## src/rtl/signal_conditioner_pkg.sv

```systemverilog
`default_nettype none
// ============================================================================
// Module  : signal_conditioner_pkg
// Purpose : FSM encoding, default parameters and a width helper for the
//           signal conditioner front end.
// Rev     : 1.0  initial release
// ============================================================================
package signal_conditioner_pkg;

    typedef enum logic [1:0] {
        IDLE    = 2'd0,
        ACQUIRE = 2'd1,
        LOCKED  = 2'd2
    } state_e;

    localparam int unsigned c_DEF_SYNC_STAGES = 2;
    localparam int unsigned c_DEF_FILT_LEN    = 4;
    localparam int unsigned c_DEF_LOS_TIMEOUT = 50000000;
    localparam int unsigned c_DEF_CNT_W       = 32;

    // Bits needed to hold the values 0..max_val, never less than one.
    function automatic int unsigned width_for(input int unsigned max_val);
        int unsigned w;
        w = $clog2(max_val + 1);
        return (w < 1) ? 1 : w;
    endfunction

endpackage : signal_conditioner_pkg
`default_nettype wire

```

## src/rtl/signal_conditioner_sync_glitch_filter.sv

```systemverilog
`default_nettype none
// ============================================================================
// Module  : sync_glitch_filter
// Purpose : Multi-flop synchroniser followed by a run-length glitch filter;
//           emits the filtered level and the cycle-before-change detects.
// Rev     : 1.0  initial release
// ============================================================================
module sync_glitch_filter
    import signal_conditioner_pkg::*;
#(
    parameter int unsigned SYNC_STAGES = c_DEF_SYNC_STAGES,
    parameter int unsigned FILT_LEN    = c_DEF_FILT_LEN
) (
    input  logic clk_i,
    input  logic rst_i,
    input  logic signal_i,
    output logic sig_o,
    output logic rise_o,
    output logic fall_o
);

    localparam int unsigned c_FCW = width_for(FILT_LEN - 1);

    logic [SYNC_STAGES-1:0] sync_q, sync_d;
    logic [c_FCW-1:0]       filt_cnt_q, filt_cnt_d;
    logic                   level_q, level_d;
    logic                   sync_out;

    always_comb begin
        sync_d     = {sync_q[SYNC_STAGES-2:0], signal_i};
        sync_out   = sync_q[SYNC_STAGES-1];
        level_d    = level_q;
        filt_cnt_d = '0;
        rise_o     = 1'b0;
        fall_o     = 1'b0;
        // The level only moves once the new value has been seen FILT_LEN
        // cycles in a row; any agreeing sample restarts the run.
        if (sync_out != level_q) begin
            if (filt_cnt_q == c_FCW'(FILT_LEN - 1)) begin
                level_d = sync_out;
                rise_o  = sync_out;
                fall_o  = ~sync_out;
            end else begin
                filt_cnt_d = filt_cnt_q + c_FCW'(1);
            end
        end
    end

    always_ff @(posedge clk_i or negedge rst_i) begin
        if (!rst_i) begin
            sync_q     <= '0;
            filt_cnt_q <= '0;
            level_q    <= 1'b0;
        end else begin
            sync_q     <= sync_d;
            filt_cnt_q <= filt_cnt_d;
            level_q    <= level_d;
        end
    end

    assign sig_o = level_q;

endmodule : sync_glitch_filter
`default_nettype wire

```

## src/rtl/signal_conditioner.sv

```systemverilog
`default_nettype none
// ============================================================================
// Module  : signal_conditioner
// Purpose : Synchronise/deglitch the measured signal, strobe its edges, count
//           rises and flag loss of signal. Optional: SIGNAL_CONDITIONER_PRESCALER_EN
// Rev     : 1.0  initial release
// ============================================================================
module signal_conditioner
    import signal_conditioner_pkg::*;
#(
    parameter int unsigned SYNC_STAGES = c_DEF_SYNC_STAGES,
    parameter int unsigned FILT_LEN    = c_DEF_FILT_LEN,
    parameter int unsigned LOS_TIMEOUT = c_DEF_LOS_TIMEOUT,
    parameter int unsigned CNT_W       = c_DEF_CNT_W
) (
    input  logic             clk_i,
    input  logic             rst_i,
    input  logic             signal_i,
    input  logic             enable_i,
    input  logic             clr_i,
`ifdef SIGNAL_CONDITIONER_PRESCALER_EN
    input  logic [1:0]       prescale_sel_i,
`endif
    output logic             sig_o,
    output logic             rise_pulse_o,
    output logic             fall_pulse_o,
    output logic [CNT_W-1:0] edge_count_o,
    output logic             overflow_o,
    output logic             signal_present_o
);

    localparam int unsigned c_LOSW = width_for(LOS_TIMEOUT);

    logic              filt_rise;
    logic              filt_fall;
    logic              pre_fire;
    logic              los_expired;
    state_e            state_q, state_d;
    logic [c_LOSW-1:0] los_q, los_d;
    logic              rise_pulse_q, rise_pulse_d;
    logic              fall_pulse_q, fall_pulse_d;
    logic [CNT_W-1:0]  count_q, count_d;
    logic              ovf_q, ovf_d;

    sync_glitch_filter #(
        .SYNC_STAGES (SYNC_STAGES),
        .FILT_LEN    (FILT_LEN)
    ) u_filter (
        .clk_i    (clk_i),
        .rst_i    (rst_i),
        .signal_i (signal_i),
        .sig_o    (sig_o),
        .rise_o   (filt_rise),
        .fall_o   (filt_fall)
    );

`ifdef SIGNAL_CONDITIONER_PRESCALER_EN
    logic [2:0] pre_q, pre_d;
    logic [2:0] pre_last;
    logic [1:0] sel_q;

    always_comb begin
        pre_last = ~(3'b111 << sel_q);
        pre_d    = pre_q;
        pre_fire = 1'b0;
        if (state_q == IDLE || prescale_sel_i != sel_q) begin
            pre_d = '0;
        end else if (filt_rise) begin
            if (pre_q == pre_last) begin
                pre_fire = 1'b1;
                pre_d    = '0;
            end else begin
                pre_d = pre_q + 3'd1;
            end
        end
    end

    always_ff @(posedge clk_i or negedge rst_i) begin
        if (!rst_i) begin
            pre_q <= '0;
            sel_q <= '0;
        end else begin
            pre_q <= pre_d;
            sel_q <= prescale_sel_i;
        end
    end
`else
    assign pre_fire = filt_rise;
`endif

    always_comb begin
        los_expired = (los_q == c_LOSW'(LOS_TIMEOUT));
        state_d     = state_q;
        unique case (state_q)
            IDLE: begin
                if (enable_i) state_d = ACQUIRE;
            end
            ACQUIRE: begin
                if (!enable_i)     state_d = IDLE;
                else if (filt_rise) state_d = LOCKED;
            end
            LOCKED: begin
                // A rise in the timeout cycle keeps the lock.
                if (!enable_i)                       state_d = IDLE;
                else if (!filt_rise && los_expired) state_d = ACQUIRE;
            end
            default: state_d = IDLE;
        endcase
    end

    always_comb begin
        los_d = los_q;
        if (state_q == IDLE || filt_rise) begin
            los_d = '0;
        end else if (!los_expired) begin
            los_d = los_q + c_LOSW'(1);
        end

        rise_pulse_d = (state_q != IDLE) && pre_fire;
        fall_pulse_d = (state_q != IDLE) && filt_fall;

        count_d = count_q;
        ovf_d   = ovf_q;
        if (clr_i) begin
            count_d = '0;
            ovf_d   = 1'b0;
        end else if (rise_pulse_q) begin
            count_d = count_q + CNT_W'(1);
            if (&count_q) ovf_d = 1'b1;
        end
    end

    always_ff @(posedge clk_i or negedge rst_i) begin
        if (!rst_i) begin
            state_q      <= IDLE;
            los_q        <= '0;
            rise_pulse_q <= 1'b0;
            fall_pulse_q <= 1'b0;
            count_q      <= '0;
            ovf_q        <= 1'b0;
        end else begin
            state_q      <= state_d;
            los_q        <= los_d;
            rise_pulse_q <= rise_pulse_d;
            fall_pulse_q <= fall_pulse_d;
            count_q      <= count_d;
            ovf_q        <= ovf_d;
        end
    end

    assign rise_pulse_o     = rise_pulse_q;
    assign fall_pulse_o     = fall_pulse_q;
    assign edge_count_o     = count_q;
    assign overflow_o       = ovf_q;
    assign signal_present_o = (state_q == LOCKED);

endmodule : signal_conditioner
`default_nettype wire
```

## config.mk

```make
export PLATFORM = sky130hd
export DESIGN_NAME = signal_conditioner
export DESIGN_NICKNAME = d
export VERILOG_FILES = /design/src/rtl/signal_conditioner_pkg.sv /design/src/rtl/signal_conditioner_sync_glitch_filter.sv /design/src/rtl/signal_conditioner.sv
export SDC_FILE = /design/constraint.sdc
export NUM_CORES = 1
export LEC_CHECK = 0
export ABC_AREA = 0
export CAP_MARGIN = 20
export CORE_ASPECT_RATIO = 0.9
export CORE_MARGIN = 4
export CORE_UTILIZATION = 55
export CTS_CLUSTER_SIZE = 24
export DETAILED_ROUTE_END_ITERATION = 7
export PLACE_DENSITY = 0.88
export SLEW_MARGIN = 10
export SYNTH_ARGS = -nofsm -noshare
export SYNTH_HDL_FRONTEND = slang
export SYNTH_SLANG_ARGS = --single-unit
```

## constraint.sdc

```tcl
create_clock -name clk_i -period 6.12 [get_ports clk_i]
set_input_delay 0.918 -clock clk_i [delete_from_list [all_inputs] [get_ports clk_i]]
set_output_delay 0.918 -clock clk_i [all_outputs]
set_load 0.005 [all_outputs]
```

* Word-level counts from Yosys, hierarchy flattened
Cells that the tools add are included.
** Operators by class
- Equality and inequality tests :: 9
- Add/sub/neg operators :: 3
- Muxes and demuxes :: 19
- Bitwise operators :: 1
- Reduce and logical (&&, ||, !) cells :: 13
** Operator list (number)
- $mux 32 :: 2
- $mux 26 :: 2
- $add 32x1->32 const B :: 1
- $reduce_and 32->1 :: 1
- $add 26x1->26 const B :: 1
- $eq 26x26->1 const B :: 1
- $mux 2 :: 7
- $mux 1 :: 7
- $pmux 2 s3 :: 1
- $reduce_bool 2->1 :: 3
- $eq 2x2->1 const B :: 2
- $reduce_and 2->1 :: 2
- $logic_and 1x1->1 :: 3
- $ne 3x2->1 const B :: 1
- $ne 3x3->1 const B :: 1
- $reduce_and 3->1 :: 1
- $add 2x1->2 const B :: 1
- $eq 2x1->1 const B :: 1
- $logic_not 2->1 :: 1
- $ne 2x1->1 const B :: 1
- $ne 2x2->1 const B :: 1
- $logic_not 1->1 :: 1
- $logic_or 1x1->1 :: 1
- $ne 1x1->1 :: 1
- $not 1->1 :: 1
** Storage, ports and cells
- Input port bits :: 5
- Register bits after elaboration :: 68
- Output and inout port bits :: 37
- Logic and storage cells :: 54

* Longest topological paths before layout
Gate-level depths: netlist of run 1.
- Depth in word-level cells :: 8
- Mapped depth :: 7
- Depth with buffers taken out :: 6

* Hierarchy
Synthesis of run 1 repeated with hierarchy kept, for this count alone.
** Second synthesis, totals
- Cells, all modules :: 374
- Area, all modules :: 3582.2 um2
** By module, submodules not included
- signal_conditioner :: seq. area each 1576.5 um2, cells each 362, area an instance 3388.2 um2, instances 1
- sync_glitch_filter :: seq. area each 125.1 um2, cells each 12, area an instance 193.9 um2, instances 1

* Worst setup path before layout of run 1
No wires, ideal clock.
- Path type :: in2reg
- Start point :: in clr_i
- End point :: reg count_q[25] (netlist: edge_count_o[25])
- Arrival :: 2.244 ns
- Required time :: 5.995 ns
- Path slack :: 3.752 ns
- Buffers on the path :: 1
- Cell stages on the path :: 5
- Library setup time :: 0.125 ns
- Cell sequence :: o2111ai_4 or3_1 buf_6 nor4_1 mux2_2
** Between the ends
- Cells in the longest elaborated chain, start to end :: 1
- Elaborated cells on any way between the ends :: 2
- Those cells by class :: mux (1); reduce/logical (1)
** Ends and longest elaborated chain
- from (decl) :: line signal_conditioner.sv:20 : input logic clr_i,
- $mux 32 or $reduce_bool 2->1 (tied branches)
- to (signal assigned) :: line signal_conditioner.sv:146 : count_q <= count_d;
- to (decl) :: line signal_conditioner.sv:42 : logic [CNT_W-1:0] count_q, count_d;
Parallel ways exist; a longest one is shown, timed or not.
A chain may end at the register's enable or synchronous reset.

* Worst setup path after layout of run 1
- Start point :: in clr_i
- End point :: reg count_q[31] (netlist: edge_count_o[31])
Same word-level chain as after synthesis.

==> results of run 1 <==
[state kept, by name (all words and copies together), names as in the netlist]
| register | count |
|---|---|
| u_filter.sync_q | 2 |
| rise_pulse_o | 1 |
| overflow_o | 1 |
| los_q | 26 |
| u_filter.sig_o | 1 |
| edge_count_o | 32 |
| fall_pulse_o | 1 |
| state_q | 2 |
| u_filter.filt_cnt_q | 2 |
[synth_stat cells, types with 6 or more instances]
cell type	instances	area share, %
clkbuf_1	13	1.4
xor2_1	12	3.0
nand3_1	16	2.3
nand2_1	25	2.7
nor2_1	28	3.0
a21oi_1	33	4.7
and4_1	7	1.7
or4_1	22	4.7
nor2b_1	6	1.1
dfrtp_1	68	48
xnor2_1	10	2.5
nor3_1	7	0.99
nand4_1	16	2.8
nor4_1	8	1.4
o21ai_0	13	1.8
or3_1	14	2.5
o31ai_1	18	3.8
inv_1	10	1.1
[layout make-up]
| class | instances | area, um^2 | share of cell area, % |
|---|---|---|---|
| Sequential cell | 68 | 1700 | 40.7 |
| Multi-Input combinational cell | 268 | 1700 | 40.6 |
| Timing Repair Buffer | 43 | 420 | 10.1 |
| Clock buffer | 11 | 141 | 3.38 |
| Tap cell | 87 | 109 | 2.60 |
| Clock inverter | 5 | 75.1 | 1.80 |
| Inverter | 10 | 37.5 | 0.898 |
[per-layer routing]
metal  wire length (um)  vias to the layer above
met4                115                        0
li1                   -                     1419
met3                409                       14
met5                  0                        -
met2               4190                       98
met1               3260                     1499
[per-stage QoR]
stage | power, uW | hold WS [ps] | util (%)
finish | 959 | 358 | 67.6
global route | 999 | 380 | 67.6
CTS | 969 | 361 | 67.6
detailed placement | 562 | 345 | 64.1
global placement | 556 | 331 | 64.1
floorplan | 529 | 331 | -
[power groups by stage]
stage / Clock [uW] / Combinational, uW / Sequential, uW
after floorplan: 0 / 45.1 / 484
after global placement: 0 / 69.5 / 486
after detailed placement: 0 / 74.2 / 488
after CTS: 413 / 75.3 / 480
after global routing: 434 / 82.4 / 483
final: 405 / 73.2 / 481
[how the worst min path moves through the flow]
stage / startpoint / to / slack (ps) / depth (start not counted)
CTS: u_filter.sync_q[0] / u_filter.sync_q[1] / 360 / 0
floorplan: u_filter.sync_q[0] / u_filter.sync_q[1] / 330 / 0
global route: u_filter.sync_q[0] / u_filter.sync_q[1] / 380 / 0
detailed placement: u_filter.sync_q[0] / u_filter.sync_q[1] / 340 / 0
global placement: u_filter.sync_q[0] / u_filter.sync_q[1] / 330 / 0
finish: u_filter.sync_q[0] / u_filter.sync_q[1] / 360 / 0
[cells by family (layout without fill, tap and decap cells)]
| logic type | Yosys count | after routing | synth area share, % |
|---|---|---|---|
| buffers and inverters | 28 | 69 | 3.86 |
| and+or+nand+nor | 166 | 166 | 26.9 |
| AOI/OAI and AO/OA | 70 | 70 | 12.4 |
| adders and majority gates | 4 | 4 | 1.42 |
| xor gates and xnor gates | 22 | 22 | 5.45 |
| muxes | 6 | 6 | 1.84 |
| DFF | 68 | 68 | 48.1 |
==> impl_results.md, run 1 <==
* Slew HR at 43.9%
* Slew Limit Fails at 0
* Root Driver: clkbuf_8
* Worst-path clk slew at 80 ps
* Design area at 4180 um^2
* DRT iter0 DRCs at 204
* Placed Cells at 476
* Cell Pwr Density at 229 nW/um^2
* Sequential share of power at 50.1%
* Setup TNS Final at 0 ps
* Mapped cell area at 3530 um^2
* Status: finished, final reports clean
* Routability Congestion at 0.801
* Commonest cells after routing, fill and taps aside: 68 x dfrtp_1, 40 x clkdlybuf4s50_1, 33 x a21oi_1
* CP Launch Point: clr_i
* # IOs at 42
* CP top delay family: simple AND/OR/NAND/NOR gates
* Die height at 84.1 um
* Sw Share at 23.4%
* Syn Nets at 373
* Met2 Use GR at 37.9%
* Pre-antenna DRT Iters at 4
* Grt met3 use at 5.86%
* FFs w/ async S/R, synth at 100%
* Synthesis-to-layout area growth at 18.3%
* Initial Utilization at 57.2%
* Site Rows at 27
* Fraction of layout cells with a size suffix above 1 at 7.65%
* Cell variety after synth at 38
* Global-route wire length before repair at 13.7 mm
* Fin cells at 492
* Clock share of power at 42.3%
* Worst-margin pin slew at 841 ps
* Vias per inst at 6.16
* CTS buffer count at 9
* Critical path buffer and inverter count at 2
* Worst Setup End Kind: register
* Post-CTS setup buffers at 0
* Critical path type: input pin to register
* Critical Path AT at 3290 ps
* FF-to-FF path depth at 4
* Area of the die at 7770 um^2
* Pint at 734 uW
* Flops & latches, synth at 68
* Final WS setup at 3080 ps
* CP Launch Type: input pin
* Worst reg2reg path startpoint: edge_count_o[14]
* Fillers at 488
* CTS max path bufs at 2
* # port buffers at 41
* Clock skew at 11.8 ps
* Busiest grt layer: met2
* Routed Wire Length at 7.97 mm
* Largest net degree at the start of global routing at 69
* Worst setup endpoint: edge_count_o[31]
* Grt total ovfl at 0
* Hold/Removal Path Class: register to register
* DR vias at 3,030
* RSZ-0062 raised after global routing: no
* Minimum clock period at 3040 ps
* Worst vdd ir at 0.229 mV
* CTS tree: built
* CP required at 6360 ps
* Remaining routing DRC violations at 0
* Skew-Pair Late Insertion Delay at 350 ps
* Register area share after synthesis at 48.1%
* Worst path cell trace: clkdlybuf4s50_1 > buf_4 > o2111ai_4 > or3_1 > nor4_1 > mux2_2
* Post-cts repair resize count at 0
* Met1 usage at 26.3%
* Worst R2R Setup Slack at 3750 ps
* Dpl ws at 2720 ps
* CTS sink count at 68
* Fmax achieved at 329 MHz
* Switch Pwr at 225 uW
* Worst reg2reg path endpoint: edge_count_o[31]
* H-tree depth reported by CTS at 3
* Critical path's largest stage delay at 540 ps
* Top_reg_cell synth: dfrtp_1
* Leak pwr at 0.00159 uW
* Max cap viols at 0
* Final hold vios at 0
* CORE AREA at 6180 um^2
* Cell Area, Placed at 3970 um^2
* DP HPWL at 5.41 mm
* Ant diodes at 0
* Initial antenna violation count at 0
* Synthesized area per cell at 9.71 um^2
* Cells after synthesis at 364
* Synth warn at 0
* Width of the chip at 92.5 um
* Nets at 409
* Wirelength per Cell at 16.2 um
* Final setup vio count at 0
* Final Cycle Share at 49.7%
* Critical Path Fanout Max at 38
* Number of global-route vias before repair at 2,942
* Number of synthesized flops with an enable pin at 0
* Total track usage at 21.9%
* Logic gate share of total power at 7.6%
* Crit-path slowest cell: or3_1
* Antenna-violating nets left at 0
* Critical Path Stages at 6
* Most common cell after layout, fill and taps aside: dfrtp_1
* CTS hold repair buffers at 0
No activity file was read; power rests on OpenSTA's default activity.
==> inputs of run 2 (changes only) <==
--- a/config.mk
+++ b/config.mk
@@ -9,10 +9,10 @@
 export CAP_MARGIN = 20
 export CORE_ASPECT_RATIO = 0.9
 export CORE_MARGIN = 4
-export CORE_UTILIZATION = 55
+export CORE_UTILIZATION = 50
 export CTS_CLUSTER_SIZE = 24
 export DETAILED_ROUTE_END_ITERATION = 7
-export PLACE_DENSITY = 0.88
+export PLACE_DENSITY = 0.84
 export SLEW_MARGIN = 10
 export SYNTH_ARGS = -nofsm -noshare
 export SYNTH_HDL_FRONTEND = slang
==> constraint.sdc (replaced) <==
create_clock -name clk_i -period 2.61 [get_ports clk_i]
set_input_delay 0.3915 -clock clk_i [delete_from_list [all_inputs] [get_ports clk_i]]
set_output_delay 0.3915 -clock clk_i [all_outputs]
set_load 0.005 [all_outputs]
==> impl_results.md, run 2 (same netlist as run 1, synthesis figures left out) <==
* Status: finished, final reports clean
* Skew-Pair Late Insertion Delay at 350 ps (about the same)
* Worst reg2reg path startpoint: los_q[2]
* Final hold vios at 0 (unchanged)
* Total track usage at 19.3% (-2.6 points)
* Worst-margin pin slew at 649 ps (-192 ps)
* H-tree depth reported by CTS at 3 (unchanged)
* Largest net degree at the start of global routing at 37 (-46%)
* Worst path cell trace: and4_1 > nand4_1 > or4_1 > a21oi_1
* CORE AREA at 6730 um^2 (+8.8%)
* Grt total ovfl at 0 (unchanged)
* Wirelength per Cell at 15.3 um (-5.6%)
* Crit-path slowest cell: or4_1
* Initial Utilization at 52.5% (-4.6 points)
* Clock skew at 13.0 ps (+1.22 ps)
* Sequential share of power at 50.3% (+0.2 points)
* CTS tree: built
* CTS buffer count at 9 (unchanged)
* Critical path buffer and inverter count at 0 (-2)
* Placed Cells at 483 (+1.5%)
* Vias per inst at 6.06 (-1.7%)
* Dpl ws at 108 ps (-2610 ps)
* Final WS setup at 434 ps (-2640 ps)
* Critical path's largest stage delay at 650 ps (+110 ps)
* Logic gate share of total power at 7.6% (about the same)
* Worst vdd ir at 0.366 mV (+59%)
* Cell Pwr Density at 530 nW/um^2 (+130%)
* Fin Hold WS at 62.7 ps (-296 ps)
* Post-cts repair resize count at 0 (unchanged)
* Minimum clock period at 2180 ps
* Final setup vio count at 0 (unchanged)
* Max FFs per register at 32 (unchanged)
* Max cap viols at 0 (unchanged)
* Fin cells at 499 (+1.4%)
* Post-CTS setup buffers at 0 (unchanged)
* Switch Pwr at 534 uW (+140%)
* Antenna-violating nets left at 0 (unchanged)
* Area of the die at 8480 um^2 (+9.1%)
* Synthesis-to-layout area growth at 19.3%
* Worst R2R Setup Slack at 430 ps (-3320 ps)
* Pint at 1700 uW (+130%)
* Commonest cells after routing, fill and taps aside: 68 x dfrtp_1, 40 x clkdlybuf4s50_1, 33 x a21oi_1
* Site Rows at 28 (+3.7%)
* # IOs at 42 (unchanged)
* CP Launch Point: los_q[2]
* Critical Path Fanout Max at 13 (-66%)
* # port buffers at 41 (unchanged)
* Setup TNS Final at 0 ps (unchanged)
* Hold/Removal Path Class: input pin to async pin
* Fillers at 552 (+13%)
* Number of global-route vias before repair at 3,034 (+3.1%)
* Routability Congestion at 0.838 (+4.5%)
* Remaining routing DRC violations at 0 (unchanged)
* Final Cycle Share at 83.4%
* CP required at 2880 ps (-3480 ps)
* CTS hold repair buffers at 0 (unchanged)
* CTS sink count at 68 (unchanged)
* Leak pwr at 0.00160 uW (+0.46%)
* Slew HR at 56.7% (+13 points)
* Initial antenna violation count at 0 (unchanged)
* DR vias at 3,022 (-0.26%)
* Sw Share at 23.9% (+0.47 points)
* Pre-antenna DRT Iters at 5 (+1)
* RSZ-0062 raised after global routing: no
* Die height at 87.8 um (+4.4%)
* Routed Wire Length at 7.63 mm (-4.3%)
* Fmax achieved at 460 MHz
* Most common cell after layout, fill and taps aside: dfrtp_1
* CP top delay family: simple AND/OR/NAND/NOR gates
* Clock share of power at 42.1% (-0.2 points)
* Global-route wire length before repair at 13.5 mm (-1.7%)
* CP Launch Type: register
* Width of the chip at 96.6 um (+4.5%)
* CTS max path bufs at 2 (unchanged)
* Worst Setup End Kind: register
* Root Driver: clkbuf_8
* Slew Limit Fails at 0 (unchanged)
* FF-to-FF path depth at 4 (unchanged)
* Critical path type: register to register
* Worst-path clk slew at 80 ps (about the same)
* DRT iter0 DRCs at 190 (-6.9%)
* DP HPWL at 5.35 mm (-0.99%)
* Nets at 413 (+0.98%)
* Ant diodes at 0 (unchanged)
* Fraction of layout cells with a size suffix above 1 at 8.56% (+0.90 points)
* Critical Path AT at 2450 ps (-840 ps)
* Worst reg2reg path endpoint: los_q[20]
run 2: cell count changes in the layout (fill, tap and decap cells not counted), sizes merged:
| cell | change |
|---|---|
| clkinv | -1 |
| clkinvlp | +2 |
| buf | +4 |
| clkbuf | -1 |
run 2: area by class of cell:
cell class	instances	area, um^2	area share, %
inverter	10	37.5	0.890
tap	90	113	2.67
sequential	68	1700	40.4
timing repair buffer	47	450	10.7
clock inverter	6	88.8	2.11
clock buffer	10	128	3.03
multi-input combinational	268	1700	40.2
run 2: how the worst max path moves through the flow:
| stage | to | cells past startpoint | slack (ps) |
|---|---|---|---|
| 2_1_floorplan | edge_count_o[24] | 6 | 600 |
| 3_3_place_gp | edge_count_o[31] | 5 | 160 |
| 3_5_place_dp | edge_count_o[31] | 5 | 110 |
| 4_1_cts | los_q[20] | 4 | 460 |
| 5_1_grt | los_q[22] | 4 | 250 |
| 6_report | los_q[20] | 4 | 430 |
run 2: metal layers:
layer  track usage [%]  share of wire [%]  vias up
met4              7.78                1.4        0
li1                  -                  -     1433
met3              5.33                6.0       14
met1              22.9                 43     1477
met5                 0                  0        -
met2              33.6                 50       98
run 2: metrics by stage:
step,util [%],area [um^2],power (uW)
after floorplan,-,3530,1240
after global placement,59.4,4000,1310
after detailed placement,59.4,4000,1320
after CTS,62.7,4220,2260
after global routing,62.7,4220,2340
final,62.7,4220,2240
run 2: power by group through the flow:
stage	clock (uW)	combinational (uW)	sequential, uW
final	941	171	1120
after floorplan	0	106	1140
after global routing	1020	197	1130
after detailed placement	0	175	1140
after CTS	966	175	1120
after global placement	0	167	1140
==> inputs of run 3 (changes only) <==
==> constraint.sdc (replaced) <==
create_clock -name clk_i -period 1.76 [get_ports clk_i]
set_input_delay 0.264 -clock clk_i [delete_from_list [all_inputs] [get_ports clk_i]]
set_output_delay 0.264 -clock clk_i [all_outputs]
set_load 0.005 [all_outputs]
==> impl_results.md, run 3 (same netlist as run 1, synthesis figures left out) <==
* Area of the die at 8480 um^2 (unchanged)
* Status: finished, violations left
* Grt total ovfl at 0 (unchanged)
* Fillers at 457 (-17%)
* Max FFs per register at 32 (unchanged)
* CTS sink count at 68 (unchanged)
* Leak pwr at 0.00208 uW (+30%)
* Critical Path Fanout Max at 3 (-10)
* Global-route wire length before repair at 15.6 mm (+16%)
* Width of the chip at 96.6 um (unchanged)
* Critical Path AT at 2150 ps (-300 ps)
* Hold depth at 0
* Vias per inst at 5.88 (-2.9%)
* H-tree depth reported by CTS at 3 (unchanged)
* Remaining routing DRC violations at 0 (unchanged)
* Die height at 87.8 um (unchanged)
* Nets at 489 (+18%)
* Clock skew at 11.5 ps (-1.51 ps)
* DP HPWL at 6.54 mm (+22%)
* Slew Limit Fails at 0 (unchanged)
* CTS max path bufs at 2 (unchanged)
* Wirelength per Cell at 17.1 um (+12%)
* Initial Utilization at 52.5% (unchanged)
* CP Launch Type: register
* CTS buffer count at 9 (unchanged)
* Routed Wire Length at 9.84 mm (+29%)
* Initial antenna violation count at 0 (unchanged)
* Fmax achieved at 524 MHz (+14%)
* Worst vdd ir at 0.831 mV (+130%)
* Dpl ws at -493 ps (-601 ps)
* Worst-margin pin slew at 490 ps (-160 ps)
* Worst reg2reg path endpoint: state_q[1]
* DRT iter0 DRCs at 197 (+3.7%)
* Total track usage at 22.7% (+3.5 points)
* RSZ-0062 raised after global routing: yes
* Final hold vios at 0 (unchanged)
* # IOs at 42 (unchanged)
* Worst-path clk slew at 70 ps (about the same)
* Worst R2R Setup Slack at -150 ps (-580 ps)
* CP required at 2000 ps (-880 ps)
* Ant diodes at 0 (unchanged)
* Fraction of layout cells with a size suffix above 1 at 30.9% (+22 points)
* Min-Delay Endpoint: u_filter.sync_q[1]
* CTS tree: built
* Commonest cells after routing, fill and taps aside: 76 x buf_4, 64 x dfrtp_1, 37 x clkdlybuf4s50_1
* # port buffers at 41 (unchanged)
* Max cap viols at 0 (unchanged)
* Failing checks: setup timing
* Most common cell after layout, fill and taps aside: buf_4
* Critical path type: register to register
* FF-to-FF path depth at 4 (unchanged)
* Worst Setup End Kind: register
* Final setup vio count at 20 (+20)
* Slew HR at 66.9% (+10 points)
* Antenna-violating nets left at 0 (unchanged)
* Number of global-route vias before repair at 3,404 (+12%)
* Root Driver: clkbuf_8
* DR vias at 3,383 (+12%)
* Final Cycle Share at 109% (+25 points)
* Multi-input logic area at 1890 um^2 (+11%)
* Routability Congestion at 0.834 (-0.39%)
* Worst reg2reg path startpoint: los_q[10]
* Pre-antenna DRT Iters at 4 (-1)
* Hold/Removal Path Class: register to register
* Site Rows at 28 (unchanged)
* CORE AREA at 6730 um^2 (unchanged)
* Synthesis-to-layout area growth at 41.5%
* Fin Hold WS at 368 ps (+305 ps)
* Minimum clock period at 1910 ps (-266 ps)
* Final WS setup at -150 ps (-584 ps)
* Start point of the worst min-delay path: u_filter.sync_q[0]
* Largest net degree at the start of global routing at 69 (+86%)
* Cell Pwr Density at 663 nW/um^2 (+25%)
* Register Area at 1710 um^2 (+0.29%)
* Skew-Pair Late Insertion Delay at 350 ps (about the same)
-- run 3: changes by cell type in the layout (fill, tap and decap cells not counted), moves of 4 or more --
cell | previous run | this run
or4_4 | 2 | 8
nor4_1 | 8 | 4
buf_6 | 0 | 4
dfrtp_2 | 0 | 4
a21oi_1 | 33 | 25
a21oi_2 | 0 | 8
buf_4 | 6 | 76
or4_1 | 22 | 16
dfrtp_1 | 68 | 64
-- run 3: routing by layer --
| layer | GRT usage (%) | share of wire (%) | vias up |
|---|---|---|---|
| met5 | 0 | 0 | - |
| met4 | 7.65 | 2.7 | 0 |
| met1 | 26.7 | 41 | 1697 |
| met3 | 5.65 | 4.7 | 22 |
| met2 | 41.2 | 52 | 88 |
| li1 | - | - | 1576 |
-- run 3: stage by stage --
step           TNS, ps  cell area [um^2]  util, %  power, uW  std cells
2_1_floorplan     -731              3600        -       1850        364
3_3_place_gp     -5910              4530     67.3       1980        547
4_1_cts          -1120              4810     71.5       3310        566
3_5_place_dp     -7530              4530     67.3       2000        547
5_1_grt          -2920              5000     74.4       3460        575
6_report         -1330              5000     74.4       3320        575
-- run 3: area by class of cell --
cell class / instances / area share, %
Clock buffer: 12 / 3.10
Clock inverter: 4 / 0.950
Multi-Input combinational cell: 268 / 37.7
Sequential cell: 68 / 34.1
Inverter: 10 / 0.750
Timing Repair Buffer: 123 / 21.1
Tap cell: 90 / 2.25
-- run 3: how the worst max path moves through the flow --
stage / from / endpoint / slack [ps] / depth (start not counted)
global route: edge_count_o[1] / edge_count_o[28] / -210 / 5
CTS: los_q[5] / state_q[1] / -120 / 4
detailed placement: clr_i / edge_count_o[15] / -490 / 5
floorplan: edge_count_o[1] / edge_count_o[24] / -130 / 6
finish: los_q[10] / state_q[1] / -150 / 4
global placement: clr_i / edge_count_o[15] / -400 / 5
-- run 3: report_power, final --
part / internal (uW) / switching, uW / total (uW)
Sequential: 1610 / 39.9 / 1650
Clock: 727 / 584 / 1310
Combinational: 165 / 187 / 352
Total: 2510 / 810 / 3320
-- run 3: worst max-delay path: stages (launching register included) --
cell and delay [ps]:
dfrtp_1 390, or4_4 560, or3_4 370, o311a_1 300, o21a_1 180
-- run 3: timing repair --
item / in CTS / in global routing
resized for setup: 13 / 35
endpoints found under the hold margin: 68 / 0
pin swaps: 8 / 18
hold buffers: 1 / 0
buffers inserted: 2 / 9
endpoints found under the setup margin: 30 / 38
==> patch, RTL diff (config.mk and constraints of run 1) <==
Build with the macro `SIGNAL_CONDITIONER_PRESCALER_EN` defined.
--- a/src/rtl/signal_conditioner.sv
+++ b/src/rtl/signal_conditioner.sv
@@ -7,2 +7,4 @@
 // ============================================================================
+`define SIGNAL_CONDITIONER_PRESCALER_EN
+
 module signal_conditioner
Interface: changed (added prescale_sel_i); port bits go from 42 to 44. No check against the original RTL was run, so the function may have changed too.
==> patch against run 1 <==
Via count decreased by 7.4%; cell area rose by 2.2%; power is 2.2% lower; worst setup slack improved by 0.61 ns; area after synthesis rose by 1.3%; sequential cell count is 5 higher; highest routed layer unchanged; critical path depth decreased by 4; hold slack better by 0.0090 ns; fmax up 25%; wire length shrank 8.1%; critical path type is now flip-flop to primary output.
==> patch: results (changes against run 1) <==
- Number of multi-input logic gates: 269 (+0.37%)
- DP Cell Count: 481 (+1.1%)
- Run status: finished clean
- Crit share post-route: 39.8% (-9.9 points)
- Register-to-register path setup slack: 4.05 ns (+0.30 ns)
- Number of library cell types mapped by synthesis: 43 (+13%)
- Area of all placed cells without fillers: 4280 um2 (+2.2%)
- Buffering overhead: 10.2% (+0.13 points)
- Sequential area share after synthesis: 51.0% (+2.9 points)
- Category of cells accounting for the largest share of critical-path delay: buffers and inverters
- Largest net degree at the start of global routing: 74 (+7.2%)
- Highest fanout seen on the critical path: 6 (-84%)
- Met3 track demand over resource in global routing: 6.18% (+0.32 points)
- End of the critical path: signal_present_o
- Final-stage net count: 417 (+2.0%)
- Overall power consumption: 0.000938 W (-2.2%)
- Power dissipated in the clock network: 0.000353 W (-13%)
- Buffers outside the clock class: 45 (+4.7%)
- Power drawn by the sequential cells: 0.000513 W (+6.7%)
- Fraction of area in clock buffers and inverters: 4.13% (-1.1 points)
- Met3 wire length: 367 um (-10%)
- CP Launch Point: state_q[0]
- Area of the multi-input gates: 1700 um2 (+0.29%)
- Wl on met1: 3.37 mm (+3.3%)
- Area growth from synthesis to layout: 19.4%
- Cells on worst reg2reg path: 7 (+3)
- Startpoint of the worst-slack reg-to-reg timing path: los_q[0]
- Synthesized area divided by synthesized cell count: 10.1 um2 (+3.6%)
- DR iter-0 viols: 144 (-29%)
- Library cell contributing the largest single delay on the critical path: sky130_fd_sc_hd__clkdlybuf4s50_1
- Number of global-route vias before repair: 2856 (-2.9%)
- TritonRoute pass-1 iters: 5 (+1)
- Final RePlAce weighted congestion: 0.847 (+5.8%)
- Share of final-layout standard cells stronger than drive strength 1: 7.33% (-0.32 points)
==> patch: cell types whose count changed after synthesis, moves of 4 or more <==
cell and change:
sky130_fd_sc_hd__a21oi_1 -21, sky130_fd_sc_hd__buf_6 -4, sky130_fd_sc_hd__dfrtp_1 +5, sky130_fd_sc_hd__o31ai_1 -18
sky130_fd_sc_hd__and4_1 -5, sky130_fd_sc_hd__mux2_2 -4, sky130_fd_sc_hd__xor2_1 +26, sky130_fd_sc_hd__nor2_1 +28
sky130_fd_sc_hd__or4_1 -21, sky130_fd_sc_hd__clkbuf_1 -7, sky130_fd_sc_hd__and3_1 +6, sky130_fd_sc_hd__nand3_1 +8
sky130_fd_sc_hd__nor4_1 -5
==> patch: kinds of logic after synthesis <==
kind of cell	Yosys count	share of synthesized area (%)
mux	1	0.280
buf+inv	14	1.47
fa+ha+maj	5	1.75
xor+xnor	49	12.0
compound gates	35	5.73
flops	73	51.0
simple gates	179	27.8
